[config.mk]
export PLATFORM = sky130hd
export DESIGN_NAME = dcache_controller_flat
export DESIGN_NICKNAME = d
export VERILOG_FILES = /design/src/rtl/dcache_pkg.sv /design/src/rtl/dcache_if.sv /design/src/rtl/dcache_word_mux.sv /design/src/rtl/dcache_controller.sv /design/src/flat_wrapper.sv
export SDC_FILE = /design/constraint.sdc
export NUM_CORES = 2
export LEC_CHECK = 0
export BUFFER_PORTS_ARGS = -buffer_cell sky130_fd_sc_hd__buf_2
export CORE_AREA = 2 2 473 475
export CTS_CLUSTER_DIAMETER = 30
export DETAILED_ROUTE_END_ITERATION = 16
export DIE_AREA = 0 0 475 477
export SYNTH_ARGS = -nofsm -noshare
export SYNTH_HDL_FRONTEND = slang
export SYNTH_SLANG_ARGS = --single-unit
[constraint.sdc]
create_clock -name clk_i -period 49.8 [get_ports clk_i]
set_input_delay 2.49 -clock clk_i [delete_from_list [all_inputs] [get_ports clk_i]]
set_output_delay 2.49 -clock clk_i [all_outputs]
set_load 0.1 [all_outputs]
[src/rtl/dcache_pkg.sv]
// Shared address layout, SRAM tag layout and controller state encoding for the
// 2-way, 16-set, 256-bit-line data cache.
package dcache_pkg;

  localparam int ADDR_W     = 32;
  localparam int WORD_W     = 32;
  localparam int LINE_W     = 256;
  localparam int TAG_W      = 23;
  localparam int INDEX_W    = 4;
  localparam int WORD_SEL_W = 3;
  localparam int TAG_LSB    = 9;
  localparam int INDEX_LSB  = 5;
  localparam int WORD_LSB   = 2;
  localparam int LINE_OFF_W = 5;

  localparam int SRAM_TAG_W = 25;
  localparam int VALID_BIT  = 24;
  localparam int DIRTY_BIT  = 23;

  typedef enum logic [2:0] {
    S_IDLE,
    S_MISS,
    S_WRITEBACK,
    S_READMISS,
    S_READMISSOK
  } state_t;

  function automatic logic [SRAM_TAG_W-1:0] valid_tag(input logic dirty,
                                                      input logic [TAG_W-1:0] tag);
    return {1'b1, dirty, tag};
  endfunction

  function automatic logic [ADDR_W-1:0] line_addr(input logic [TAG_W-1:0] tag,
                                                  input logic [INDEX_W-1:0] index);
    return {tag, index, {LINE_OFF_W{1'b0}}};
  endfunction

endpackage

[src/rtl/dcache_if.sv]
// CPU, tag/data SRAM and main-memory signals of the data-cache controller.
interface dcache_if;
  import dcache_pkg::*;

  logic                  cpu_req_i;
  logic                  cpu_wr_i;
  logic [ADDR_W-1:0]     cpu_addr_i;
  logic [WORD_W-1:0]     cpu_data_i;
  logic [WORD_W-1:0]     cpu_data_o;
  logic                  cpu_stall_o;

  logic [INDEX_W-1:0]    sram_addr_o;
  logic [SRAM_TAG_W-1:0] sram_tag_o;
  logic [LINE_W-1:0]     sram_data_o;
  logic                  sram_enable_o;
  logic                  sram_write_o;
  logic [SRAM_TAG_W-1:0] sram_tag_i;
  logic [LINE_W-1:0]     sram_data_i;
  logic                  sram_hit_i;

  logic                  mem_enable_o;
  logic                  mem_write_o;
  logic [ADDR_W-1:0]     mem_addr_o;
  logic [LINE_W-1:0]     mem_data_o;
  logic [LINE_W-1:0]     mem_data_i;
  logic                  mem_ack_i;

  modport master (
    input  cpu_req_i, cpu_wr_i, cpu_addr_i, cpu_data_i,
    input  sram_tag_i, sram_data_i, sram_hit_i,
    input  mem_data_i, mem_ack_i,
    output cpu_data_o, cpu_stall_o,
    output sram_addr_o, sram_tag_o, sram_data_o, sram_enable_o, sram_write_o,
    output mem_enable_o, mem_write_o, mem_addr_o, mem_data_o
  );

  modport slave (
    output cpu_req_i, cpu_wr_i, cpu_addr_i, cpu_data_i,
    output sram_tag_i, sram_data_i, sram_hit_i,
    output mem_data_i, mem_ack_i,
    input  cpu_data_o, cpu_stall_o,
    input  sram_addr_o, sram_tag_o, sram_data_o, sram_enable_o, sram_write_o,
    input  mem_enable_o, mem_write_o, mem_addr_o, mem_data_o
  );

endinterface

[src/rtl/dcache_word_mux.sv]
// Word select out of a cache line for loads, and single-word merge into a line
// for stores.
module dcache_word_mux
  import dcache_pkg::*;
(
  input  logic [LINE_W-1:0]     line,
  input  logic [WORD_SEL_W-1:0] word_sel,
  input  logic [WORD_W-1:0]     wdata,
  output logic [WORD_W-1:0]     rdata,
  output logic [LINE_W-1:0]     merged
);

  logic [7:0] bit_base;

  assign bit_base = {word_sel, 5'b0};
  assign rdata    = line[bit_base +: WORD_W];

  always_comb begin
    merged                    = line;
    merged[bit_base +: WORD_W] = wdata;
  end

endmodule

[src/rtl/dcache_controller.sv]
// Request-side data-cache controller: hit service, write-back/write-allocate
// miss handling, SRAM refill and CPU stall generation.
module dcache_controller
  import dcache_pkg::*;
#(
  parameter int MEM_LAT_MAX = 0
) (
  input  logic     clk_i,
  input  logic     rst_i,
  dcache_if.master bus
);

  if (MEM_LAT_MAX < 0) begin : g_bad_lat
    $error("MEM_LAT_MAX must be non-negative");
  end

  state_t                state_q, state_d;
  logic                  mem_enable_q, mem_enable_d;
  logic                  mem_write_q, mem_write_d;
  logic [ADDR_W-1:0]     mem_addr_q, mem_addr_d;
  logic [LINE_W-1:0]     mem_data_q, mem_data_d;
  logic [LINE_W-1:0]     refill_q, refill_d;

  logic [TAG_W-1:0]      cpu_tag;
  logic [INDEX_W-1:0]    cpu_index;
  logic [WORD_SEL_W-1:0] cpu_word;
  logic [LINE_W-1:0]     merged_line;
  logic                  unused_byte_off;

  assign cpu_tag         = bus.cpu_addr_i[TAG_LSB +: TAG_W];
  assign cpu_index       = bus.cpu_addr_i[INDEX_LSB +: INDEX_W];
  assign cpu_word        = bus.cpu_addr_i[WORD_LSB +: WORD_SEL_W];
  assign unused_byte_off = ^bus.cpu_addr_i[WORD_LSB-1:0];

  dcache_word_mux u_word_mux (
    .line     (bus.sram_data_i),
    .word_sel (cpu_word),
    .wdata    (bus.cpu_data_i),
    .rdata    (bus.cpu_data_o),
    .merged   (merged_line)
  );

  assign bus.sram_addr_o  = cpu_index;
  assign bus.cpu_stall_o  = bus.cpu_req_i & ((state_q != S_IDLE) | ~bus.sram_hit_i);
  assign bus.mem_enable_o = mem_enable_q;
  assign bus.mem_write_o  = mem_write_q;
  assign bus.mem_addr_o   = mem_addr_q;
  assign bus.mem_data_o   = mem_data_q;

  always_ff @(posedge clk_i or posedge rst_i) begin
    if (rst_i) begin
      state_q      <= S_IDLE;
      mem_enable_q <= 1'b0;
      mem_write_q  <= 1'b0;
      mem_addr_q   <= '0;
      mem_data_q   <= '0;
      refill_q     <= '0;
    end else begin
      state_q      <= state_d;
      mem_enable_q <= mem_enable_d;
      mem_write_q  <= mem_write_d;
      mem_addr_q   <= mem_addr_d;
      mem_data_q   <= mem_data_d;
      refill_q     <= refill_d;
    end
  end

  always_comb begin
    state_d           = state_q;
    mem_enable_d      = mem_enable_q;
    mem_write_d       = mem_write_q;
    mem_addr_d        = mem_addr_q;
    mem_data_d        = mem_data_q;
    refill_d          = refill_q;
    bus.sram_enable_o = 1'b0;
    bus.sram_write_o  = 1'b0;
    bus.sram_tag_o    = valid_tag(1'b0, cpu_tag);
    bus.sram_data_o   = refill_q;

    unique case (state_q)
      S_IDLE: begin
        if (bus.cpu_req_i) begin
          if (bus.sram_hit_i) begin
            // a load hit still enables the SRAM so it can refresh LRU
            bus.sram_enable_o = 1'b1;
            if (bus.cpu_wr_i) begin
              bus.sram_write_o = 1'b1;
              bus.sram_tag_o   = valid_tag(1'b1, cpu_tag);
              bus.sram_data_o  = merged_line;
            end
          end else begin
            state_d = S_MISS;
          end
        end
      end

      S_MISS: begin
        mem_enable_d = 1'b1;
        if (bus.sram_tag_i[VALID_BIT] && bus.sram_tag_i[DIRTY_BIT]) begin
          mem_write_d = 1'b1;
          mem_addr_d  = line_addr(bus.sram_tag_i[TAG_W-1:0], cpu_index);
          mem_data_d  = bus.sram_data_i;
          state_d     = S_WRITEBACK;
        end else begin
          mem_write_d = 1'b0;
          mem_addr_d  = line_addr(cpu_tag, cpu_index);
          state_d     = S_READMISS;
        end
      end

      S_WRITEBACK: begin
        if (bus.mem_ack_i) begin
          mem_write_d = 1'b0;
          mem_addr_d  = line_addr(cpu_tag, cpu_index);
          state_d     = S_READMISS;
        end
      end

      S_READMISS: begin
        if (bus.mem_ack_i) begin
          refill_d     = bus.mem_data_i;
          mem_enable_d = 1'b0;
          state_d      = S_READMISSOK;
        end
      end

      S_READMISSOK: begin
        // line installed clean; a pending store dirties it on the re-hit
        bus.sram_enable_o = 1'b1;
        bus.sram_write_o  = 1'b1;
        state_d           = S_IDLE;
      end

      default: state_d = S_IDLE;
    endcase
  end

endmodule

[src/flat_wrapper.sv]
// flat-port wrapper written by rule: the top's interface ports become plain ports
module dcache_controller_flat import dcache_pkg::*;
#(
  parameter int MEM_LAT_MAX = 0
)
  (clk_i, rst_i, bus_cpu_req_i, bus_cpu_wr_i, bus_cpu_addr_i, bus_cpu_data_i, bus_sram_tag_i, bus_sram_data_i, bus_sram_hit_i, bus_mem_data_i, bus_mem_ack_i, bus_cpu_data_o, bus_cpu_stall_o, bus_sram_addr_o, bus_sram_tag_o, bus_sram_data_o, bus_sram_enable_o, bus_sram_write_o, bus_mem_enable_o, bus_mem_write_o, bus_mem_addr_o, bus_mem_data_o);
  dcache_if bus_i ();
  input  logic clk_i;
  input  logic rst_i;
  input wire logic [$bits(bus_i.cpu_req_i)-1:0] bus_cpu_req_i;
  input wire logic [$bits(bus_i.cpu_wr_i)-1:0] bus_cpu_wr_i;
  input wire logic [$bits(bus_i.cpu_addr_i)-1:0] bus_cpu_addr_i;
  input wire logic [$bits(bus_i.cpu_data_i)-1:0] bus_cpu_data_i;
  input wire logic [$bits(bus_i.sram_tag_i)-1:0] bus_sram_tag_i;
  input wire logic [$bits(bus_i.sram_data_i)-1:0] bus_sram_data_i;
  input wire logic [$bits(bus_i.sram_hit_i)-1:0] bus_sram_hit_i;
  input wire logic [$bits(bus_i.mem_data_i)-1:0] bus_mem_data_i;
  input wire logic [$bits(bus_i.mem_ack_i)-1:0] bus_mem_ack_i;
  output wire logic [$bits(bus_i.cpu_data_o)-1:0] bus_cpu_data_o;
  output wire logic [$bits(bus_i.cpu_stall_o)-1:0] bus_cpu_stall_o;
  output wire logic [$bits(bus_i.sram_addr_o)-1:0] bus_sram_addr_o;
  output wire logic [$bits(bus_i.sram_tag_o)-1:0] bus_sram_tag_o;
  output wire logic [$bits(bus_i.sram_data_o)-1:0] bus_sram_data_o;
  output wire logic [$bits(bus_i.sram_enable_o)-1:0] bus_sram_enable_o;
  output wire logic [$bits(bus_i.sram_write_o)-1:0] bus_sram_write_o;
  output wire logic [$bits(bus_i.mem_enable_o)-1:0] bus_mem_enable_o;
  output wire logic [$bits(bus_i.mem_write_o)-1:0] bus_mem_write_o;
  output wire logic [$bits(bus_i.mem_addr_o)-1:0] bus_mem_addr_o;
  output wire logic [$bits(bus_i.mem_data_o)-1:0] bus_mem_data_o;
  assign bus_i.cpu_req_i = bus_cpu_req_i;
  assign bus_i.cpu_wr_i = bus_cpu_wr_i;
  assign bus_i.cpu_addr_i = bus_cpu_addr_i;
  assign bus_i.cpu_data_i = bus_cpu_data_i;
  assign bus_i.sram_tag_i = bus_sram_tag_i;
  assign bus_i.sram_data_i = bus_sram_data_i;
  assign bus_i.sram_hit_i = bus_sram_hit_i;
  assign bus_i.mem_data_i = bus_mem_data_i;
  assign bus_i.mem_ack_i = bus_mem_ack_i;
  assign bus_cpu_data_o = bus_i.cpu_data_o;
  assign bus_cpu_stall_o = bus_i.cpu_stall_o;
  assign bus_sram_addr_o = bus_i.sram_addr_o;
  assign bus_sram_tag_o = bus_i.sram_tag_o;
  assign bus_sram_data_o = bus_i.sram_data_o;
  assign bus_sram_enable_o = bus_i.sram_enable_o;
  assign bus_sram_write_o = bus_i.sram_write_o;
  assign bus_mem_enable_o = bus_i.mem_enable_o;
  assign bus_mem_write_o = bus_i.mem_write_o;
  assign bus_mem_addr_o = bus_i.mem_addr_o;
  assign bus_mem_data_o = bus_i.mem_data_o;
  dcache_controller #(.MEM_LAT_MAX(MEM_LAT_MAX)) u_core (.clk_i(clk_i), .rst_i(rst_i), .bus(bus_i));
endmodule
* Word level (Yosys, flattened, before mapping)
Cells that the tools add are included.
** Operators by class
- $add $sub $neg :: 1
- Eq/ne operators :: 8
- Shifts and indexed selects :: 3
- Muxes and demuxes :: 29
- Bitwise gates (word level) :: 3
- Reduce and logical (&&, ||, !) cells :: 10
** Operators with widths (number)
- two-way mux 256 bit :: 4
- bitwise mux 256 bit :: 1
- variable shift 32 x 10 -> 256 bit (first input constant) :: 1
- variable part select 256 x 9 -> 32 bit :: 1
- variable part select 32 x 10 -> 256 bit :: 1
- two-way mux 25 bit :: 3
- two-way mux 32 bit :: 2
- one-hot mux 32 bit (2 select lines) :: 1
- two-way mux 24 bit :: 1
- two-way mux 3 bit :: 4
- one-hot mux 3 bit (4 select lines) :: 1
- negation 8 -> 10 bit :: 1
- two-way mux 1 bit :: 8
- != test 2 bit (second input constant) :: 4
- one-hot mux 1 bit (2 select lines) :: 4
- AND reduction 2 bit :: 4
- equality test 3 x 2 -> 1 bit (second input constant) :: 2
- AND reduction 4 bit :: 1
- nonzero test 2 bit :: 2
- equality test 3 x 1 -> 1 bit (second input constant) :: 1
- equality test 3 bit (second input constant) :: 1
- zero test 3 bit :: 1
- nonzero test 3 bit :: 1
- AND 1 bit :: 1
- 3 further kinds :: 3
** Storage, ports and cells
- Bits in registers :: 549
- Bits of input ports :: 607
- Output and inout bits :: 610
- Word-level logic and storage cells :: 60

* Depth between registers and ports, before layout
- Depth after elaboration :: 7
- Depth in mapped cells :: 13

* Modules after synthesis
A second synthesis with hierarchy kept.
** Unflattened totals
- Cell total of the unflattened synthesis :: 2029
- Area total of the unflattened synthesis :: 30001.3 µm²
** By module, submodules not included
- dcache_controller :: times used 1, cells each 1545, area each 24723.7 µm²
- dcache_word_mux :: times used 1, cells each 484, area each 5277.6 µm²

* Worst setup path before layout
Ideal clock, no wire load.
- Path kind :: input to output
- Start :: in bus_cpu_addr_i[2]
- End :: out bus_sram_data_o[130]
- Arrival time :: 6.509 ns
- Path slack :: 40.801 ns
- Stages on the path :: 13
- Path buffers :: 6
- Cell sequence :: clkbuf_1 buf_2 buf_2 inv_1 ha_1 ha_1 clkbuf_1 nand2b_1 or3_1 clkbuf_1 buf_1 mux2i_1 a21oi_1
** Between the ends
- Longest elaborated chain between the ends :: 7
** Ends and longest elaborated chain
- start, declared :: line flat_wrapper.sv:12 : input wire logic [$bits(bus_i.cpu_addr_i)-1:0] bus_cpu_addr_i;
- negation 8 -> 10 bit * :: line dcache_word_mux.sv:20 : merged[bit_base +: WORD_W] = wdata;
- variable part select 32 x 10 -> 256 bit or variable shift 32 x 10 -> 256 bit (tied branches) :: line dcache_word_mux.sv:20
- bitwise mux 256 bit * :: line dcache_word_mux.sv:20
- two-way mux 256 bit * :: line dcache_controller.sv:86 : if (bus.cpu_wr_i) begin
- two-way mux 256 bit * :: line dcache_controller.sv:83 : if (bus.sram_hit_i) begin
- two-way mux 256 bit * :: line dcache_controller.sv:82 : if (bus.cpu_req_i) begin
- two-way mux 256 bit * :: line dcache_controller.sv:80 : unique case (state_q)
- end, declared :: line flat_wrapper.sv:23 : output wire logic [$bits(bus_i.sram_data_o)-1:0] bus_sram_data_o;
Mark *: on every way between the ends. The rest lies on a longest branch, timed or not.

* Final worst setup path
- Start :: in bus_cpu_addr_i[4]
- End :: out bus_sram_data_o[23]
The elaborated chain is that of the path after synthesis.

==> flow_metrics.tcl <==
set metrics [dict create \
    outcome "finished, final reports clean" \
    finalSetupTns_ps 0 \
    cts_max_level 4 \
    clkTransAtPathRegs_ps 30 \
    r2r_start "u_core.state_q[2]" \
    synth_edf_count 0 \
    syn_area_per_cell_um2 9.49 \
    cp-startpoint "bus_cpu_addr_i[4]" \
    dpl.hpwl_um 210000 \
    timing.final.hold_violations 0 \
    slew_headroom 0.0811 \
    antenna_found_initial 192 \
    mostFrequentLayoutCell "buf_2" \
    first_pass_iters 6 \
    synthTopCellsByArea "dfrtp_1, nand2_1, mux2_2" \
    cts_resized 0 \
    path_class "primary input to output port" \
    die_height_um 477 \
    chipWidth_um 475 \
    area_growth_pct 57.3 \
    yosysTopAreaCell "dfrtp_1" \
    io_pins 1217 \
    drt_iter0_drc 2839 \
    design.die.area_mm2 0.227 \
    place_congestion 0.992 \
    drv_cap 0 \
    cts_buffers 176 \
    cp.arrival_ps 7220 \
    final_max_slew_viol_count 0 \
    cp-start-kind "primary input" \
    fmax_mhz 103 \
    grt_pass1_wl_um 323000 \
    clock_latency_ps 810 \
    overflow 0 \
    routedWlPerCell_um 35.6 \
    critPathMaxFanout 36 \
    synth-seq-cells 544 \
    route.detailed.drc 0 \
    wl_um 261000 \
    via_count 30800 \
    yosysSeqAreaShare 0.491 \
    syn_area_mm2 0.0277 \
    rsz0062_at_grt "false" \
    yosys_warnings 0 \
    synth_cell_types 34 \
    holdCritStartpoint "u_core.refill_q[4]" \
    ant_nets 0 \
    cp_data_required_time_ps 47310 \
    tightest_slew_ps 1370 \
    syn_inst 2922 \
    period_share 0.195 \
    first_global_vias 30100 \
    start_util 0.125 \
    post_cts_buffers 0 \
    avgViaCountPerCell 4.20 \
    cp-end-kind "output port" \
    most-common-layout-cells "buf_2, nand2_1, dfrtp_1, a21oi_1, nor2_1" \
    clock_sinks 544 \
    grt_max_degree 146 \
    portBuffers 1208 \
    rows 173 \
    grtUsageTotal 0.222 \
    nets 4725 \
    drive_gt1_frac 0.444 \
    synth-main-ff-cell "dfrtp_1" \
    min_period_ps 9710 \
    hp-class "register to register" \
    async_reset_ff_frac 1.00 \
    core_area_mm2 0.221 \
    netlist.area_leader.share 0.491 \
    final-setup-viol-count 0 \
    cts-root-buf "clkbuf_16" \
    cts_tree "yes" \
    cts_hold_buf 0 \
    finClkSkew_ps 74.0 \
    clock_path_buffers 3 \
]
## cells in the mapped netlist, types with 4 or more instances
library cell  count
mux4_2           64
nor2_1          283
buf_2            35
nor3_1            5
inv_1             8
mux2_2          224
a21oi_1         283
dfrtp_1         544
mux2_1           36
o21ai_0           4
nand3_1           7
mux2i_1          87
a22oi_1         192
nor2b_1          32
buf_4            33
nand2_1         868
clkbuf_1        169
buf_1            18
ha_1              6
## metrics by stage
stage	std cells	utilization	setup slack (ps)	hold WS [ps]	cell area, um^2
finish	7332	0.197	40090	471	43600
global route	7272	0.196	39940	489	43500
CTS	7233	0.196	39970	473	43400
detailed placement	6909	0.167	39990	462	37000
global placement	6909	0.167	40010	458	37000
floorplan	2926	-	32100	446	27700
## registers in the layout, summed over array words and instances, names as in the netlist
register	flops
u_core.refill_q	256
u_core.bus.mem_enable_o	1
u_core.bus.mem_data_o	256
u_core.bus.mem_addr_o	27
u_core.bus.mem_write_o	1
u_core.state_q	3
## critical path, stage by stage
cell and delay [ps]:
buf_2 90, buf_4 560, inv_2 650, ha_1 690
or4b_4 980, mux2i_1 1060, a21oi_1 190, buf_2 360
## cell type report
| type | count | area [um^2] |
|---|---|---|
| Antenna cell | 99 | 248 |
| Clock buffer | 230 | 4950 |
| Clock inverter | 94 | 1460 |
| Fill cell | 24600 | 178000 |
| Inverter | 9 | 48.8 |
| Multi-Input combinational cell | 2115 | 13100 |
| Sequential cell | 544 | 13600 |
| Tap cell | 2975 | 3720 |
| Timing Repair Buffer | 1266 | 6520 |
## worst paths after layout
kind / end / slack [ps] / depth (start not counted)
max: bus_sram_data_o[23] / 40090 / 8
min: u_core.refill_q[4] / 470 / 2
max reg2reg: u_core.bus.mem_data_o[85] / 46050 / 5
min reg2reg: u_core.refill_q[4] / 470 / 2
max in group asynchronous: u_core.refill_q[2] / 44690 / 5
min in group asynchronous: u_core.bus.mem_data_o[241] / 1840 / 2
## per-layer routing
layer	up-vias	wire [um]	track usage
li1	12500	-	-
met1	15200	98000	0.249
met2	2331	112000	0.333
met3	622	32500	0.108
met4	70	17800	0.143
met5	-	533	0.00277
## cell families after synthesis
logic type | count (synthesis) | share of synthesized area
simple gates | 1207 | 0.168
flops | 544 | 0.491
mux | 411 | 0.189
compound gates | 485 | 0.105
other cells | 2 | 0.000271
buf+inv | 267 | 0.0430
fa+ha+maj | 6 | 0.00271
Power is left out: the tool's default activity adds up to more than one toggle a clock period on the data nets, which glitch-free logic cannot reach.
